===== src/rtl/tick_debounce_pkg.sv =====
// Shared definitions for the tick-driven switch debouncer: FSM state encoding
// and the system tick period.
package tick_debounce_pkg;

    localparam logic [1:0] ST_ZERO  = 2'b00;
    localparam logic [1:0] ST_WAIT1 = 2'b01;
    localparam logic [1:0] ST_ONE   = 2'b10;
    localparam logic [1:0] ST_WAIT0 = 2'b11;

    typedef enum logic [1:0] {
        ZERO  = ST_ZERO,
        WAIT1 = ST_WAIT1,
        ONE   = ST_ONE,
        WAIT0 = ST_WAIT0
    } state_t;

    // 100 MHz clock cycles between consecutive 5 ms tick strobes.
    localparam int unsigned TICK_5MS_CYCLES = 500000;

endpackage


===== src/rtl/sync_2ff.sv =====
// Single-bit two-flop synchronizer for asynchronous pin inputs,
// asynchronously reset to 0.
module sync_2ff (
    input  logic clk,
    input  logic rst,
    input  logic d,
    output logic q
);

    logic s1;

    always_ff @(posedge clk or negedge rst) begin
        if (!rst) begin
            s1 <= 1'b0;
            q  <= 1'b0;
        end else begin
            s1 <= d;
            q  <= s1;
        end
    end

endmodule


===== src/rtl/tick_debounce.sv =====
// Debounces a raw switch using the 5 ms tick strobe; emits a registered level
// plus one-cycle rise/fall strobes when the level commits.
module tick_debounce
    import tick_debounce_pkg::*;
#(
    parameter int N_TICKS = 3
) (
    input  logic clk,
    input  logic rst,
    input  logic tick,
    input  logic sw_raw,
    output logic db_level,
    output logic db_rise,
    output logic db_fall
);

    localparam int CNT_W = $clog2(N_TICKS + 1);
    localparam logic [CNT_W-1:0] CNT_LAST = CNT_W'(N_TICKS - 1);

    state_t           state;
    state_t           state_next;
    logic [CNT_W-1:0] cnt;
    logic [CNT_W-1:0] cnt_next;
    logic             level_next;
    logic             rise_next;
    logic             fall_next;
    logic             sw_s;

    sync_2ff u_sync (
        .clk (clk),
        .rst (rst),
        .d   (sw_raw),
        .q   (sw_s)
    );

    always_ff @(posedge clk or negedge rst) begin
        if (!rst) begin
            state    <= ZERO;
            cnt      <= '0;
            db_level <= 1'b0;
            db_rise  <= 1'b0;
            db_fall  <= 1'b0;
        end else begin
            state    <= state_next;
            cnt      <= cnt_next;
            db_level <= level_next;
            db_rise  <= rise_next;
            db_fall  <= fall_next;
        end
    end

    // A disagreeing sample always wins over a coincident tick, and the tick
    // seen on the cycle a WAIT state is entered is never counted.
    always_comb begin
        state_next = state;
        cnt_next   = cnt;
        level_next = db_level;
        rise_next  = 1'b0;
        fall_next  = 1'b0;
        case (state)
            ZERO: begin
                if (sw_s) begin
                    state_next = WAIT1;
                    cnt_next   = '0;
                end
            end
            WAIT1: begin
                if (!sw_s) begin
                    state_next = ZERO;
                    cnt_next   = '0;
                end else if (tick) begin
                    if (cnt == CNT_LAST) begin
                        state_next = ONE;
                        cnt_next   = '0;
                        level_next = 1'b1;
                        rise_next  = 1'b1;
                    end else begin
                        cnt_next = cnt + 1'b1;
                    end
                end
            end
            ONE: begin
                if (!sw_s) begin
                    state_next = WAIT0;
                    cnt_next   = '0;
                end
            end
            WAIT0: begin
                if (sw_s) begin
                    state_next = ONE;
                    cnt_next   = '0;
                end else if (tick) begin
                    if (cnt == CNT_LAST) begin
                        state_next = ZERO;
                        cnt_next   = '0;
                        level_next = 1'b0;
                        fall_next  = 1'b1;
                    end else begin
                        cnt_next = cnt + 1'b1;
                    end
                end
            end
            default: begin
                state_next = ZERO;
                cnt_next   = '0;
                level_next = 1'b0;
            end
        endcase
    end

endmodule


===== config.mk =====
export PLATFORM = sky130hd
export DESIGN_NAME = tick_debounce
export DESIGN_NICKNAME = d
export VERILOG_FILES = /design/src/rtl/tick_debounce_pkg.sv /design/src/rtl/sync_2ff.sv /design/src/rtl/tick_debounce.sv
export SDC_FILE = /design/constraint.sdc
export NUM_CORES = 1
export LEC_CHECK = 0
export ABC_AREA = 1
export BUFFER_PORTS_ARGS = -buffer_cell sky130_fd_sc_hd__buf_2
export CAP_MARGIN = 20
export CELL_PAD_IN_SITES_DETAIL_PLACEMENT = 1
export CELL_PAD_IN_SITES_GLOBAL_PLACEMENT = 1
export CORE_AREA = 2 2 39 41
export DETAILED_ROUTE_END_ITERATION = 7
export DIE_AREA = 0 0 41 43
export PLACE_DENSITY_LB_ADDON = 0.3
export SYNTH_ARGS = -nofsm -noshare
export SYNTH_HDL_FRONTEND = slang
export SYNTH_SLANG_ARGS = --single-unit

===== constraint.sdc =====
create_clock -name clk -period 1.4 [get_ports clk]
set_input_delay 0.21 -clock clk [delete_from_list [all_inputs] [get_ports clk]]
set_output_delay 0.21 -clock clk [all_outputs]
set_load 0.02 [all_outputs]

==> results.py <==
metrics = {
    "global_routing": {
        "grt_max_degree": 10,
        "antenna_found_initial": 0,
        "grt_util_all_layers": 0.1130,
        "grt_overflow": 0,
        "grt_pass1_vias": 309,
        "grt_pass1_wl_um": 1262,
    },
    "clock_tree": {
        "clock-sinks": 9,
        "cts_made_buffers": 3,
        "worstSkewPairLatency_ps": 260,
        "cts_resized": 0,
        "cts_root_buf": "clkbuf_4",
        "cts_buffer_depth": 2,
        "htreeDepth": 1,
        "clk_pin_slew_ps": 60,
        "cts_tree": "built",
    },
    "worst_hold_path": {
        "hp-class": "input pin to flip-flop",
    },
    "power": {
        "intPower_uw": 499.5,
        "p_clk_frac": 0.256,
        "pwr-share-comb": 0.256,
        "power.density_mw_per_mm2": 1650,
        "power.share.sequential": 0.488,
        "sw_frac_of_total": 0.3549,
        "p_leak_uw": 0.0002688,
        "ir_drop_uv": 609.0,
        "power.total_uw": 774.3,
        "p_sw_uw": 274.8,
    },
    "route": {
        "first_pass_iters": 4,
        "drt_iter0_drc": 9,
        "vias": 320,
        "via_per_inst": 4.384,
        "drt-total-wl_um": 705,
        "routedWlPerCell_um": 9.658,
        "drc": 0,
        "antenna_left": 0,
    },
    "sta": {
        "grt_setup_unrepaired": "no",
        "period_needed_ps": 989.3,
        "slew-limit-headroom": 0.8572,
        "finalSetupViolCount": 0,
        "worst_pin_slew_ps": 214.3,
        "finalCritPeriodShare": 0.7066,
        "finClkSkew_ps": 2.667,
        "maxSlewViolCount": 0,
        "hold_viol": 0,
        "tns_ps": 0,
        "fmax_mhz": 1011,
    },
    "placed_design": {
        "dp_hpwl_um": 556.9,
        "place_congestion": 0.6874,
        "portBuffers": 6,
    },
    "yosys": {
        "post-synth-top-count-cell": "nand2_1",
        "ys_top_cells_by_area": "dfrtp_1 59%, nand2_1 18%, inv_1 5.9%, nand2_2 3.3%, nand4_1 3.3%",
        "async_reset_ff_frac": 1.000,
        "netlist_instances": 46,
        "synth_top_area_cell": "dfrtp_1",
        "synth_commonest_cells": "18 x nand2_1, 9 x dfrtp_1, 6 x inv_1",
        "ys_seq_elements": 9,
        "synth_edf_count": 0,
        "ys_warn_count": 0,
        "seq_area_frac_synth": 0.5882,
        "synth_area_um2": 382.9,
        "yosysUniqueCellTypes": 11,
        "synth_top_cell_area_share": 0.5882,
        "ys.flop_type": "dfrtp_1",
        "synthesis.nets": 50,
        "syn_avg_cell_area_um2": 8.323,
    },
    "layout": {
        "n_antenna_cell": 0,
        "area_delta_synth_final_pct": 22.55,
        "nets": 62,
        "final_layout_size_suffix_gt1_frac": 0.2456,
        "nFillCells": 179,
    },
    "die": {
        "die_area_mm2": 0.001763,
        "core-area_mm2": 0.001384,
        "rows": 14,
        "io-pin-count": 7,
        "die-width_um": 41,
        "die_height_um": 43,
        "start_util": 0.2767,
    },
    "setup_path": {
        "worstPathMaxFanout": 2,
        "cp.required_ps": 1190,
        "critPathArrivalTime_ps": 780,
        "slowest_delay_ps": 370,
        "crit_family": "flip-flops",
        "crit_type": "flip-flop to output port",
        "cp_num_buf_inv": 1,
        "start_kind": "flip-flop",
        "crit_path_top_delay_cell": "dfrtp_1",
        "path_cells": "buf_2",
        "worstSetupEndpointType": "output port",
    },
    "run": {
        "maxCapViolations": 0,
    },
    "outcome": {
        "status": "finished, final reports clean",
    },
}
[through the flow]
stage	std cells	instance area (um^2)	util	hold WS, ps	setup slack, ps
2_1_floorplan	46	382.9	-	-85.59	513.2
3_3_place_gp	68	432.9	0.3128	74.32	437.9
3_5_place_dp	68	432.9	0.3128	78.50	419.0
4_1_cts	73	469.2	0.3391	46.22	393.2
5_1_grt	73	469.2	0.3391	38.24	326.7
6_report	73	469.2	0.3391	57.72	410.7
[power by group through the flow]
stage,logic [uW],registers [uW],clock network (uW)
after floorplan,136,386,0
after global placement,192,384,0
after detailed placement,202,385,0
after CTS,205,381,211
after global routing,236,388,221
final,198,378,198
[layout make-up]
type	instances	area (um^2)	area share
inverter	7	26.28	0.05600
tap	16	20.02	0.04267
timing repair buffer	7	40.04	0.08533
clock buffer	4	26.28	0.05600
sequential	9	225.2	0.4800
multi-input combinational	30	131.4	0.2800
[final timing paths]
check | from | end | slack [ps] | cells after the start
max | db_level | db_level | 410 | 1
min | sw_raw | u_sync.s1 | 60 | 1
max reg2reg | flip-flop | db_level | 420 | 6
min reg2reg | u_sync.s1 | u_sync.q | 350 | 0
max in group asynchronous | rst | u_sync.s1 | 880 | 2
min in group asynchronous | rst | async pin | 340 | 2
[logic make-up (layout without fill, tap and decap cells)]
group	after synthesis	in the layout	synth area share
AO/OA/AOI/OAI	2	2	0.02612
flip-flops	9	9	0.5882
AND/OR/NAND/NOR	28	28	0.3170
buffers and inverters	7	18	0.06861
[layout by cell type, fill, tap and decap left out, drive strengths merged]
master | synthesis | layout
a21oi | 1 | 1
buf | 0 | 6
clkbuf | 0 | 4
dfrtp | 9 | 9
dlygate4sd3 | 0 | 1
inv | 7 | 7
nand2 | 20 | 20
nand3 | 1 | 1
nand4 | 2 | 2
nor2 | 5 | 5
o21ai | 1 | 1
[layer usage]
layer / vias up / wire length [um] / part of all wire / GRT usage
met5: - / 0 / 0 / 0
met2: 6 / 349 / 0.50 / 0.1500
met4: 0 / 0 / 0 / 0.06000
li1: 164 / - / - / -
met3: 0 / 28 / 0.040 / 0.07853
met1: 150 / 326 / 0.46 / 0.1313
[repair_timing]
item / in CTS / in global routing
hold endpoints to repair: 9 / 0
buffers inserted: 0 / 0
hold buffers: 1 / 0
(Power assumes the default switching activity.)
